[src/rtl/regfile_write_arbiter.sv]
// Register-file write-port arbiter: PC update, ALU and load writebacks share one write port,
// with an independent clear port; PC update has priority unless data writebacks are starving.
module regfile_write_arbiter #(
  parameter logic [3:0]  PC_REG       = 4'd15,
  parameter int unsigned STARVE_LIMIT = 4
) (
  input  logic        clk,
  input  logic        rst_n,
  input  logic        wb0_valid,
  input  logic [3:0]  wb0_addr,
  input  logic [31:0] wb0_data,
  output logic        wb0_ready,
  input  logic        wb1_valid,
  input  logic [3:0]  wb1_addr,
  input  logic [31:0] wb1_data,
  output logic        wb1_ready,
  input  logic        pcu_valid,
  input  logic [31:0] pcu_data,
  output logic        pcu_ready,
  input  logic        clr_valid,
  input  logic [3:0]  clr_addr,
  output logic        clr_ready,
  output logic        rf_we,
  output logic [3:0]  rf_rc,
  output logic [31:0] rf_din,
  output logic        rf_ce,
  output logic [3:0]  rf_rd,
  output logic        rf_en
);

  localparam int unsigned AW = 4;
  localparam int unsigned DW = 32;
  localparam int unsigned SW = 4;

  logic          rr;
  logic [SW-1:0] stv;

  logic          data_any;
  logic          dsel;
  logic          ovr;
  logic          pgo;
  logic          dgo;
  logic          wr_go;
  logic          clr_go;
  logic [AW-1:0] waddr;
  logic [DW-1:0] wdata;

  // Grant decode; dsel=1 selects wb1 as the round-robin data winner.
  always_comb begin
    data_any  = wb0_valid | wb1_valid;
    dsel      = rr ? wb1_valid : ~wb0_valid;
    ovr       = (stv >= SW'(STARVE_LIMIT));
    pgo       = rst_n & pcu_valid & ~(ovr & data_any);
    dgo       = rst_n & data_any & ~pgo;
    wr_go     = pgo | dgo;
    waddr     = pgo ? PC_REG : (dsel ? wb1_addr : wb0_addr);
    wdata     = pgo ? pcu_data : (dsel ? wb1_data : wb0_data);
    clr_go    = rst_n & clr_valid & ~(wr_go & (clr_addr == waddr));
    wb0_ready = dgo & ~dsel;
    wb1_ready = dgo & dsel;
    pcu_ready = pgo;
    clr_ready = clr_go;
  end

  // Registered register-file strobes plus fairness state.
  always_ff @(posedge clk or negedge rst_n) begin
    if (!rst_n) begin
      rf_we  <= 1'b0;
      rf_rc  <= '0;
      rf_din <= '0;
      rf_ce  <= 1'b0;
      rf_rd  <= '0;
      rf_en  <= 1'b0;
      rr     <= 1'b0;
      stv    <= '0;
    end else begin
      rf_we <= wr_go;
      rf_ce <= clr_go;
      rf_en <= wr_go | clr_go;
      if (wr_go) begin
        rf_rc  <= waddr;
        rf_din <= wdata;
      end
      if (clr_go) begin
        rf_rd <= clr_addr;
      end
      if (dgo) begin
        rr  <= ~rr;
        stv <= '0;
      end else if (pgo && data_any && (stv != {SW{1'b1}})) begin
        stv <= stv + SW'(1);
      end
    end
  end

endmodule

[config.mk]
export PLATFORM = sky130hd
export DESIGN_NAME = regfile_write_arbiter
export DESIGN_NICKNAME = d
export VERILOG_FILES = /design/src/rtl/regfile_write_arbiter.sv
export SDC_FILE = /design/constraint.sdc
export NUM_CORES = 1
export LEC_CHECK = 0
export CAP_MARGIN = 5
export CORE_ASPECT_RATIO = 0.8
export CORE_MARGIN = 5
export CORE_UTILIZATION = 38
export DETAILED_ROUTE_END_ITERATION = 6
export GPL_ROUTABILITY_DRIVEN = 0
export PLACE_DENSITY_LB_ADDON = 0.25
export SLEW_MARGIN = 20
export SYNTH_ARGS = -nofsm -noshare
export SYNTH_HDL_FRONTEND = slang
export SYNTH_SLANG_ARGS = --single-unit
[constraint.sdc]
create_clock -name clk -period 2.61 [get_ports clk]
set_input_delay 0.6525 -clock clk [delete_from_list [all_inputs] [get_ports clk]]
set_output_delay 0.6525 -clock clk [all_outputs]
set_load 0.02 [all_outputs]
==> results of run 1 <==
[how the worst min path moves through the flow]
stage                     from    endpoint  cells past startpoint
finish                   rst_n       rf_en                      2
global route             rst_n  rf_din[25]                      2
CTS                      rst_n  rf_din[25]                      2
detailed placement   rf_din[4]   rf_din[4]                      1
global placement    rf_din[24]  rf_din[24]                      1
floorplan                rst_n       rf_ce                      0
[synth_stat cells (4+ instances only)]
library cell	number	area, um2
nand3_1	33	165.2
nor2_1	39	146.4
buf_1	8	30.03
xor2_1	4	35.03
mux2_1	4	45.04
nand2_1	40	150.1
a21o_1	32	240.2
a21oi_1	5	25.02
dfrtp_1	48	1201
a311oi_1	34	297.8
clkbuf_1	15	56.30
[cell type report]
type,instances,area [um2]
Multi-Input combinational cell,225,1493
Sequential cell,48,1202
Inverter,4,15.01
Timing Repair Buffer,200,1922
Tap cell,87,108.9
Clock buffer,6,72.57
Fill cell,539,2073
Clock inverter,1,5.005
[flip-flops by register name, summed over array words and instances (netlist names)]
| register | flops |
|---|---|
| rf_din | 32 |
| rf_ce | 1 |
| rr | 1 |
| rf_rd | 4 |
| rf_en | 1 |
| stv | 4 |
| rf_rc | 4 |
| rf_we | 1 |
[stage by stage]
stage,util,std cells,hold slack (ps),setup slack [ps],instance area [um2]
floorplan,-,303,356.9,26.33,2695
global placement,0.6685,562,457.5,-994.8,4607
detailed placement,0.6685,562,465.1,-1038,4607
CTS,0.6948,570,393.7,-42.51,4788
global route,0.6992,571,358.2,-165.9,4818
finish,0.6992,571,367.0,-58.48,4818
[routing by layer]
metal / part of all wire / wire length, um / global-route usage
met1: 0.42 / 4189 / 0.2684
met2: 0.49 / 4918 / 0.3762
met3: 0.084 / 842 / 0.07452
met4: 0.011 / 108 / 0.04000
met5: 0 / 0 / 0
[cells by family after synthesis]
| logic type | share of synthesized area |
|---|---|
| AND/OR/NAND/NOR | 0.1982 |
| AO/OA/AOI/OAI | 0.2586 |
| flip-flops | 0.4457 |
| buffers and inverters | 0.04317 |
| multiplexers | 0.03667 |
| XOR/XNOR | 0.01300 |
| adder cells (fa/ha/maj) | 0.004642 |
[worst max-delay path, cell delays in order]
cell	delay, ps
clkdlybuf4s50_1	450
buf_4	160
mux2i_1	290
o311ai_4	130
o2bb2ai_2	190
buf_6	140
[power by group]
part | switching, mW | internal (mW)
clock | 0.227 | 0.183
sequential | 0.0980 | 0.914
combinational | 0.857 | 0.861
total | 1.18 | 1.96
[timing repair]
item | 4_1_cts | 5_1_grt
hold endpoints to repair | 0 | 0
buffers inserted | 1 | 1
pin swaps | 11 | 6
setup endpoints to repair | 8 | 4
resized for setup | 49 | 12
[placed cells by master, fill, tap and decap left out, types with 5 or more instances in the layout]
cell type	count
nand2_1	40
a311oi_1	33
buf_4	35
dlygate4sd2_1	8
buf_6	6
dfrtp_1	47
clkbuf_8	5
clkdlybuf4s50_1	145
a21o_1	32
nor2_1	37
nand3_1	33
==> results.sh, run 1 <==
export IMPL_status="complete, but fails checks"
export IMPL_violations="negative setup slack"
export IMPL_worstPathArrival_ps=2020
export IMPL_grt_pass1_wl_um=16060
export IMPL_critPathKind="input port to primary output"
export IMPL_drtPass1Iterations=4
export IMPL_routed_wl_um=10060
export IMPL_drive_gt1_frac=0.1529
export IMPL_synth_nets=418
export IMPL_synth_top_flop_cell="dfrtp_1"
export IMPL_htree_levels=2
export IMPL_hpwl_um=7380
export IMPL_numCtsBuffers=5
export IMPL_syn_area_per_cell_um2=8.895
export IMPL_die_area_mm2=0.008887
export IMPL_slew_violations=0
export IMPL_cts_hold_buffers=0
export IMPL_cellPowerDensity_mw_per_mm2=651.6
export IMPL_cts_clk_slew_worst_paths_ps=80
export IMPL_crit_path_start="wb1_addr[1]"
export IMPL_synth_edf_count=0
export IMPL_r2r_start="rr"
export IMPL_diodes=0
export IMPL_core_area_mm2=0.006892
export IMPL_route_detailed_drc=0
export IMPL_cts_root_buffer="clkbuf_8"
export IMPL_path_max_fanout=2
export IMPL_hp_class="input port to async pin"
export IMPL_async_flop_share=1.000
export IMPL_synth_seq_cells=48
export IMPL_die_y_um=85.33
export IMPL_antenna_left=0
export IMPL_fin_worst_skew_ps=6.520
export IMPL_start_util=0.3911
export IMPL_die_w_um=104.2
export IMPL_syn_inst=303
export IMPL_synth_cell_area_mm2=0.002695
export IMPL_setup_viol=1
export IMPL_tightest_slew_ps=666.6
export IMPL_rr_worst_depth=10
export IMPL_yosys_warnings=0
export IMPL_setup_tns_ps=-58.48
export IMPL_core_rowCount=27
export IMPL_period_minus_slack_ps=2668
export IMPL_max_freq_mhz=374.7
export IMPL_antenna_found_initial=0
export IMPL_ios=161
export IMPL_drt_first_iter_violations=119
export IMPL_layout_setup_ws_ps=-58.48
export IMPL_via_per_inst=5.489
export IMPL_p_total_mw=3.140
export IMPL_power_leakage_nw=2.204
export IMPL_port_buffers=160
export IMPL_hold_viol_final=0
export IMPL_rr_endpoint="rf_rd[3]"
export IMPL_wl_per_cell_um=17.61
export IMPL_required_ps=1960
export IMPL_grt_overflow=0
export IMPL_crit_path_end="clr_ready"
export IMPL_clock_sinks=48
export IMPL_first_global_vias=3139
export IMPL_synthToLayoutAreaGrowth_pct=78.78
export IMPL_ir_drop_v=0.0004387
export IMPL_ys_seq_area_frac=0.4457
export IMPL_drv_cap=0
export IMPL_grt_max_degree=68
export IMPL_track_usage=0.2181
export IMPL_start_kind="input port"
export IMPL_clock_path_buffers=2
export IMPL_clk_latency_ps=290
export IMPL_cts_tree="yes"
export IMPL_relSlewSlack=0.5556
export IMPL_r2r_slack_ps=440
export IMPL_finalCritPeriodShare=1.022
export IMPL_final_nets=599
export IMPL_rsz0062_at_grt="true"
export IMPL_vias=3134
export IMPL_ys_types=38
export IMPL_endpoint_kind="primary output"
Note: power is estimated with default switching activity, not from simulation.
==> run 2, diff against run 1 <==
--- a/config.mk
+++ b/config.mk
@@ -10,7 +10,6 @@
 export CORE_MARGIN = 5
 export CORE_UTILIZATION = 38
 export DETAILED_ROUTE_END_ITERATION = 6
-export GPL_ROUTABILITY_DRIVEN = 0
 export PLACE_DENSITY_LB_ADDON = 0.25
 export SLEW_MARGIN = 20
 export SYNTH_ARGS = -nofsm -noshare
==> results.sh, run 2 (synthesis gave the netlist of run 1 again) <==
export IMPL_wl_per_cell_um=16.87
export IMPL_track_usage=0.2101
export IMPL_top_register="rf_din"
export IMPL_slew_violations=0
export IMPL_antenna_found_initial=0
export IMPL_clock_sinks=48
export IMPL_htree_levels=2
export IMPL_die_area_mm2=0.008887
export IMPL_endpoint_kind="primary output"
export IMPL_setup_tns_ps=-43.42
export IMPL_drt_first_iter_violations=116
export IMPL_diodes=0
export IMPL_setup_viol=1
export IMPL_core_area_mm2=0.006892
export IMPL_numCtsBuffers=5
export IMPL_cts_root_buffer="clkbuf_8"
export IMPL_cellPowerDensity_mw_per_mm2=660.9
export IMPL_relSlewSlack=0.5522
export IMPL_fin_area_mm2=0.004867
export IMPL_power_leakage_nw=2.206
export IMPL_critPathKind="input port to primary output"
export IMPL_start_util=0.3911
export IMPL_largest_register_ffs=32
export IMPL_start_kind="input port"
export IMPL_rsz0062_at_grt="true"
export IMPL_final_common_cell="clkdlybuf4s50_1"
export IMPL_cts_tree="yes"
export IMPL_worstPathArrival_ps=2000
export IMPL_hp_class="input port to async pin"
export IMPL_ir_drop_v=0.0004600
export IMPL_clk_latency_ps=290
export IMPL_violations="negative setup slack"
export IMPL_utilization=0.7062
export IMPL_layout_setup_ws_ps=-43.42
export IMPL_via_per_inst=5.410
export IMPL_core_rowCount=27
export IMPL_num_fill_cells=553
export IMPL_final_nets=598
export IMPL_clock_path_buffers=2
export IMPL_finalCritPeriodShare=1.017
export IMPL_path_max_fanout=4
export IMPL_vias=3089
export IMPL_drtPass1Iterations=4
export IMPL_period_minus_slack_ps=2653
export IMPL_die_w_um=104.2
export IMPL_routed_wl_um=9631
export IMPL_antenna_left=0
export IMPL_required_ps=1960
export IMPL_grt_max_degree=68
export IMPL_gp_congestion=0.9038
export IMPL_place_area_mm2=0.004599
export IMPL_grt_pass1_wl_um=15740
export IMPL_drv_cap=0
export IMPL_drive_gt1_frac=0.1550
export IMPL_tightest_slew_ps=671.8
export IMPL_hold_viol_final=0
export IMPL_route_detailed_drc=0
export IMPL_cts_clk_slew_worst_paths_ps=80
export IMPL_rr_worst_depth=7
export IMPL_first_global_vias=3211
export IMPL_die_y_um=85.33
export IMPL_whs_ps=389.7
export IMPL_ios=161
export IMPL_hpwl_um=7282
export IMPL_fin_worst_skew_ps=7.057
export IMPL_mostFrequentLayoutCells="clkdlybuf4s50_1, dfrtp_1, nand2_1"
export IMPL_synthToLayoutAreaGrowth_pct=80.59
export IMPL_max_freq_mhz=376.9
export IMPL_port_buffers=160
export IMPL_grt_overflow=0
export IMPL_status="complete, but fails checks"
run 2: repair_timing:
item                                    in CTS  in global routing
pin swaps                                   11                  5
setup buffers                                2                  0
endpoints found under the setup margin       8                  3
hold buffers                                 0                  0
resized for setup                           54                 15
run 2: layer usage:
metal	global-route usage	part of all wire
met5	0	0
met2	0.3547	0.49
met3	0.07376	0.076
met1	0.2620	0.43
met4	0.04235	0.011
run 2: layout make-up:
| type | count | area [um2] | share of cell area |
|---|---|---|---|
| flip-flops and latches | 48 | 1202 | 0.2470 |
| clock buffers | 6 | 72.57 | 0.01491 |
| well taps | 87 | 108.9 | 0.02236 |
| clock inverters | 2 | 35.03 | 0.007198 |
| repair buffers | 199 | 1899 | 0.3902 |
| inverters | 4 | 15.01 | 0.003085 |
| multi-input cells | 225 | 1534 | 0.3152 |
run 2: per-stage QoR:
| step | power (mW) | instances | setup slack (ps) |
|---|---|---|---|
| after CTS | 3.201 | 571 | -28.85 |
| after global routing | 3.430 | 571 | -116.2 |
| final | 3.217 | 571 | -43.42 |
| after global placement | 2.572 | 561 | -1096 |
| after floorplan | 1.797 | 303 | 26.33 |
| after detailed placement | 2.605 | 561 | -1126 |
run 2: final timing paths:
check	start	endpoint	slack, ps
setup / recovery	wb0_valid	clr_ready	-40
max in group asynchronous	rst_n	rf_din[12]	2010
hold reg to reg	rf_din[19]	rf_din[19]	480
hold / removal	rst_n	rf_din[19]	390
setup reg to reg	rr	rf_rd[0]	470
min in group clk	rf_din[19]	rf_din[19]	480
run 2: critical path, stage by stage:
cell	delay, ps
buf_4	120
nor2_2	50
o211ai_4	180
inv_2	60
o311a_1	380
a311oi_4	240
o2bb2ai_2	170
buf_6	150
run 2: power by group:
| group | internal (mW) | leakage (nW) | switching [mW] |
|---|---|---|---|
| Combinational | 0.850 | 1.57 | 0.843 |
| Sequential | 0.914 | 0.579 | 0.101 |
| Clock | 0.284 | 0.0552 | 0.226 |
| Total | 2.05 | 2.21 | 1.17 |
==> RTL change 1, RTL diff (config.mk and constraints of run 1) <==
Make the reset (`rst_n`) synchronous in one clocked block.
--- a/src/rtl/regfile_write_arbiter.sv
+++ b/src/rtl/regfile_write_arbiter.sv
@@ -65,3 +65,3 @@
   // Registered register-file strobes plus fairness state.
-  always_ff @(posedge clk or negedge rst_n) begin
+  always_ff @(posedge clk) begin
     if (!rst_n) begin
Formal check against the unedited RTL: differs if rst_n is asserted again (counterexample within 4 cycles, from zero or initial values and one cycle with rst_n low); with rst_n held inactive, the same outputs for 10 cycles.
==> RTL change 1 against run 1 <==
The run still ends with setup timing left. Sequential power shrank 16%. Critical path type unchanged. Sequential cell count stayed put. Routed wire length rose by 3.5%. Largest cell class unchanged. Highest routed layer unchanged. Total power is 30% lower. Setup slack worse by 0.020 ns. Design area up 0.13%. Synthesized area decreased by 4.7%. Hold slack improved by 0.098 ns. Critical endpoint unchanged. Synthesized cell count grew 17%.
==> RTL change 1: results (changes against run 1) <==
[run_status]
status = complete, but fails checks
violations = setup timing

[worst_setup_path]
path_max_fanout = 4  ; +2
crit_arrival_ns = 2.04  ; +0.02 ns
cpMaxStageDelayCell = a2111oi_4
crit_path_max_incr_delay_ns = 0.31  ; -0.14 ns
cpLargestDelayFamily = simple AND/OR/NAND/NOR gates
r2r_slack_ns = 0.24  ; -0.20 ns

[routing]
num_vias = 3336  ; +6.4%
drt_iter0_drc = 134  ; +13%
routedWlPerCell_um = 16.4  ; -6.7%

[synth]
synth_cell_types = 40  ; +5.3%
synth_seq_area_share_pct = 37.4  ; -7.1 points
synth_commonest_cells = nand3_1, a21oi_1, dfxtp_1, nand2_1, o21ai_0
synth-async-reset-ratio_pct = 0  ; -100 points
synth_area_leaders = dfxtp_1, nand3_1, a21oi_1
avgSynthCellArea_um2 = 7.27  ; -18%
synth_nets = 468  ; +12%

[global_routing]
grt_pass1_wl_um = 16400  ; +2.0%
track_usage_pct = 23.8  ; +2.0 points
grt_pass1_vias = 3518  ; +12%
grt_max_degree = 30  ; -56%

[layout]
layout-drive-gt1-share_pct = 19.3  ; +4.0 points
layout.cells.non_filler = 633  ; +11%
diodes = 0  ; unchanged
num-fill-cells = 493  ; -8.5%

[timing]
slew-limit-headroom_pct = 80.9  ; +25 points
finalWorstSetupSlack_ns = -0.0789  ; -0.0204 ns
setup_viol = 1  ; unchanged
finalClockSkew_ns = 0.00737  ; +0.000846 ns

[power_and_ir_drop]
p_leak_nw = 1.95  ; -12%
vdd_drop_max_uv = 223  ; -49%
p_sw_share_pct = 32.5  ; -5.1 points

[place]
dpl.cell_count = 602  ; +7.1%
dp_slack_ns = -1.07  ; -0.0339 ns

[hold_path]
hold_path_class = register to register

[clock_network]
cts_buffer_depth = 2  ; unchanged

[RTL change 1: cell count changes in the layout (fill, tap and decap cells not counted), moves of 26 or more]
cell	change
a21oi_1	+55
dfrtp_1	-47
dfxtp_1	+47
a21o_1	-32
nand3_1	+30
a311oi_1	-27
nor2_1	-26
o21ai_0	+26
[RTL change 1: cell families after synthesis]
logic type	synth area share (%)
simple gates	27.5
xor+xnor	0.341
compound gates	25.9
buf+inv	5.75
fa+ha+maj	0.487
flops	37.4
mux	2.53
[RTL change 1: path summary, 6_finish.rpt]
kind | cells past startpoint | start | to
worst max-delay path | 9 | wb0_valid | clr_ready
worst min-delay path | 2 | rf_rc[0]$_SDFFE_PN0P_ | rf_rc[0]$_SDFFE_PN0P_
worst max register to register | 12 | rr$_SDFFE_PN0P_ | rf_rd[0]$_SDFFE_PN0P_
worst min register to register | 2 | rf_rc[0]$_SDFFE_PN0P_ | rf_rc[0]$_SDFFE_PN0P_
[RTL change 1: layout make-up]
cell class | count | area (um^2) | share of cell area [%]
clock inverter | 2 | 12.5 | 0.259
timing repair buffer | 221 | 2060 | 42.7
multi-input combinational | 270 | 1600 | 33.2
inverter | 3 | 11.3 | 0.233
sequential | 48 | 965 | 20.0
clock buffer | 5 | 68.8 | 1.43
tap | 84 | 105 | 2.18
[RTL change 1: per-layer routing]
| metal | vias up | global-route usage, % | part of all wire, % | routed length (um) |
|---|---|---|---|---|
| met4 | 0 | 9.06 | 3.0 | 314 |
| li1 | 1641 | - | - | - |
| met3 | 28 | 8.27 | 11 | 1100 |
| met1 | 1507 | 26.3 | 38 | 4000 |
| met2 | 160 | 41.4 | 48 | 4990 |
| met5 | - | 0 | 0 | 0 |
[RTL change 1: power groups by stage]
stage	registers [mW]	clock network [mW]	logic, mW
2_1_floorplan	0.948	0	0.291
3_3_place_gp	0.859	0	0.810
3_5_place_dp	0.864	0	0.826
4_1_cts	0.850	0.434	0.893
5_1_grt	0.859	0.464	1.00
6_report	0.849	0.424	0.930
[RTL change 1: timing repair]
item                       in CTS  in global routing
pin swaps                      12                 12
setup buffers                  20                  6
setup endpoints to repair       4                  4
resized for setup              54                 14
[RTL change 1: worst register-to-register path, stage by stage, from the launching register on]
cell	delay, ns
dfxtp_4	0.41
nand2b_4	0.21
nand2_4	0.08
mux2_4	0.32
nor3_4	0.15
mux2i_2	0.12
buf_4	0.15
buf_4	0.12
buf_4	0.13
buf_4	0.13
buf_4	0.13
o21a_4	0.23
mux2i_1	0.11
[RTL change 1: per-stage QoR]
step	total power, mW	setup TNS (ns)	hold WS, ns
finish	2.20	-0.0789	0.465
global route	2.32	-0.155	0.497
CTS	2.18	-0.0318	0.469
detailed placement	1.69	-3.67	0.455
global placement	1.67	-3.25	0.442
floorplan	1.24	0	0.441
==> RTL change 2, RTL diff (flow settings as in run 1) <==
Made on the original files. `PC_REG`: 4'd15 -> 4'd11.
--- a/src/rtl/regfile_write_arbiter.sv
+++ b/src/rtl/regfile_write_arbiter.sv
@@ -3,3 +3,3 @@
 module regfile_write_arbiter #(
-  parameter logic [3:0]  PC_REG       = 4'd15,
+  parameter logic [3:0]  PC_REG       = 4'd11,
   parameter int unsigned STARVE_LIMIT = 4
Check against the original RTL: not equivalent (a bounded check fails within 4 cycles, from zero or initial values and one cycle with rst_n low).
==> RTL change 2 against run 1 <==
Via count up 0.80%. Design area up 1.5%. Synthesized area up 3.1%. The run still ends with setup timing left. Highest routed layer unchanged. Routed wire length up 4.4%. Utilization about the same. Sequential cell count unchanged. Setup slack better by 0.039 ns. Total power up 1.1%.
==> RTL change 2: results (changes against run 1) <==
[run_status]
status = complete, but fails checks
violations = setup timing

[clock_network]
clk_latency_ns = 0.31  ; +0.02 ns
cts-buffers-inserted = 5  ; unchanged
clkTransAtPathRegs_ns = 0.09
htree_num_levels = 2  ; unchanged
cts_buffer_depth = 2  ; unchanged

[routing]
via_per_inst = 5.44  ; -0.94%
routedWlPerCell_um = 18.1  ; +2.6%
drt_iter0_drc = 167  ; +40%

[worst_setup_path]
rr_worst_depth = 7  ; -3
path_max_fanout = 4  ; +2
reg2reg_to = rf_rd[0]$_DFFE_PN0P_
crit_arrival_ns = 1.98  ; -0.04 ns
startpoint = wb0_valid
r2r_slack_ns = 0.50  ; +0.06 ns
r2r-start = rr$_DFFE_PN0N_

[synth]
synth_mux_area_share_pct = 2.39  ; -1.3 points
synth-async-reset-ratio_pct = 100  ; unchanged
synth_commonest_cells = dfrtp_1, nand2_1, nor2_1, and3_1
synth_area_leaders = dfrtp_1, a211oi_1, o31ai_1
synth_compound_area_share_pct = 25.9  ; +0.075 points
synth_seq_area_share_pct = 43.2  ; -1.3 points
synthAdderAreaFrac_pct = 0.450  ; -0.014 points
synth_nets = 427  ; +2.2%
synth_cell_types = 50  ; +32%
synth_xor_area_share_pct = 0.946  ; -0.35 points

[power_and_ir_drop]
p_leak_nw = 2.16  ; -1.8%
vdd_drop_max_uv = 382  ; -13%

[layout]
largest_reg_flops = 32  ; unchanged
fin_nets = 608  ; +1.5%
diodes = 0  ; unchanged
num-fill-cells = 567  ; +5.2%
layout-drive-gt1-share_pct = 16.6  ; +1.3 points

[place]
dp_slack_ns = -0.900  ; +0.137 ns
port_buffers = 160  ; unchanged
hpwl_um = 7560  ; +2.4%

[timing]
worst_slew_pin_slew_ns = 0.671  ; +0.00400 ns
finalWorstSetupSlack_ns = -0.0197  ; +0.0388 ns
setup_viol = 1  ; unchanged
tns_ns = -0.0197  ; +0.0388 ns
finalClockSkew_ns = 0.00628  ; -0.000235 ns

[global_routing]
grt_max_degree = 69  ; +1.5%
track_usage_pct = 22.2  ; +0.36 points
grt_pass1_vias = 3243  ; +3.3%
grt_antenna_before_repair = 0  ; unchanged
grt_pass1_wl_um = 16300  ; +1.5%

-- RTL change 2: cell count changes in the layout (fill, tap and decap cells not counted), sizes merged, moves of 26 or more --
cell	run 1	this run
o31ai	1	33
a311oi	34	1
a211oi	1	32
a21o	32	1
nand3	33	7
and3	0	33
-- RTL change 2: cells by family (layout without fill, tap and decap cells) --
logic type,count (synthesis),count (layout)
muxes,5,5
DFF,48,48
adders and majority gates,1,1
AOI/OAI and AO/OA,95,95
xor gates and xnor gates,3,3
buffers and inverters,32,214
and+or+nand+nor,128,128
-- RTL change 2: worst max-delay path: stages --
cell	delay [ns]
buf_6	0.11
buf_6	0.11
o22ai_2	0.17
nand3_4	0.13
inv_2	0.13
a311oi_2	0.07
o311ai_2	0.33
o22ai_4	0.13
buf_6	0.14
-- RTL change 2: final cells by class --
type | instances | share of cell area [%]
Clock buffer | 6 | 1.69
Clock inverter | 2 | 0.281
Inverter | 8 | 0.614
Multi-Input combinational cell | 232 | 32.0
Sequential cell | 48 | 24.6
Tap cell | 87 | 2.23
Timing Repair Buffer | 198 | 38.6
-- RTL change 2: what timing repair did --
action                     in CTS  in global routing
setup endpoints to repair       4                  4
buffers inserted                4                  1
resized for setup              54                  9
pin swaps                      10                  6
-- RTL change 2: worst max path at each step --
| stage | endpoint | slack [ns] |
|---|---|---|
| 3_5_place_dp | clr_ready | -0.90 |
| 6_report | clr_ready | -0.02 |
| 5_1_grt | clr_ready | -0.09 |
| 3_3_place_gp | clr_ready | -0.85 |
| 2_1_floorplan | clr_ready | 0.21 |
| 4_1_cts | wb1_ready | 0.003 |
-- RTL change 2: metrics by stage --
step                cell area, um^2  instances  hold slack (ns)  utilization [%]
finish                         4890        581            0.419             69.9
global route                   4890        581            0.405             69.9
CTS                            4850        580            0.380             69.4
detailed placement             4640        568            0.466             66.4
global placement               4640        568            0.458             66.4
floorplan                      2780        312            0.357                -
-- RTL change 2: power by group --
part	leakage, nW	switching (mW)	internal, mW
sequential	0.584	0.0950	0.911
combinational	1.53	0.843	0.836
clock	0.0516	0.271	0.217
total	2.16	1.21	1.96
-- RTL change 2: per-layer routing --
layer,global-route usage [%],share of wire [%],vias to the layer above
met2,38.4,48,154
li1,-,-,1511
met4,6.59,1.7,0
met3,5.66,7.5,18
met5,0,0,-
met1,27.4,43,1476
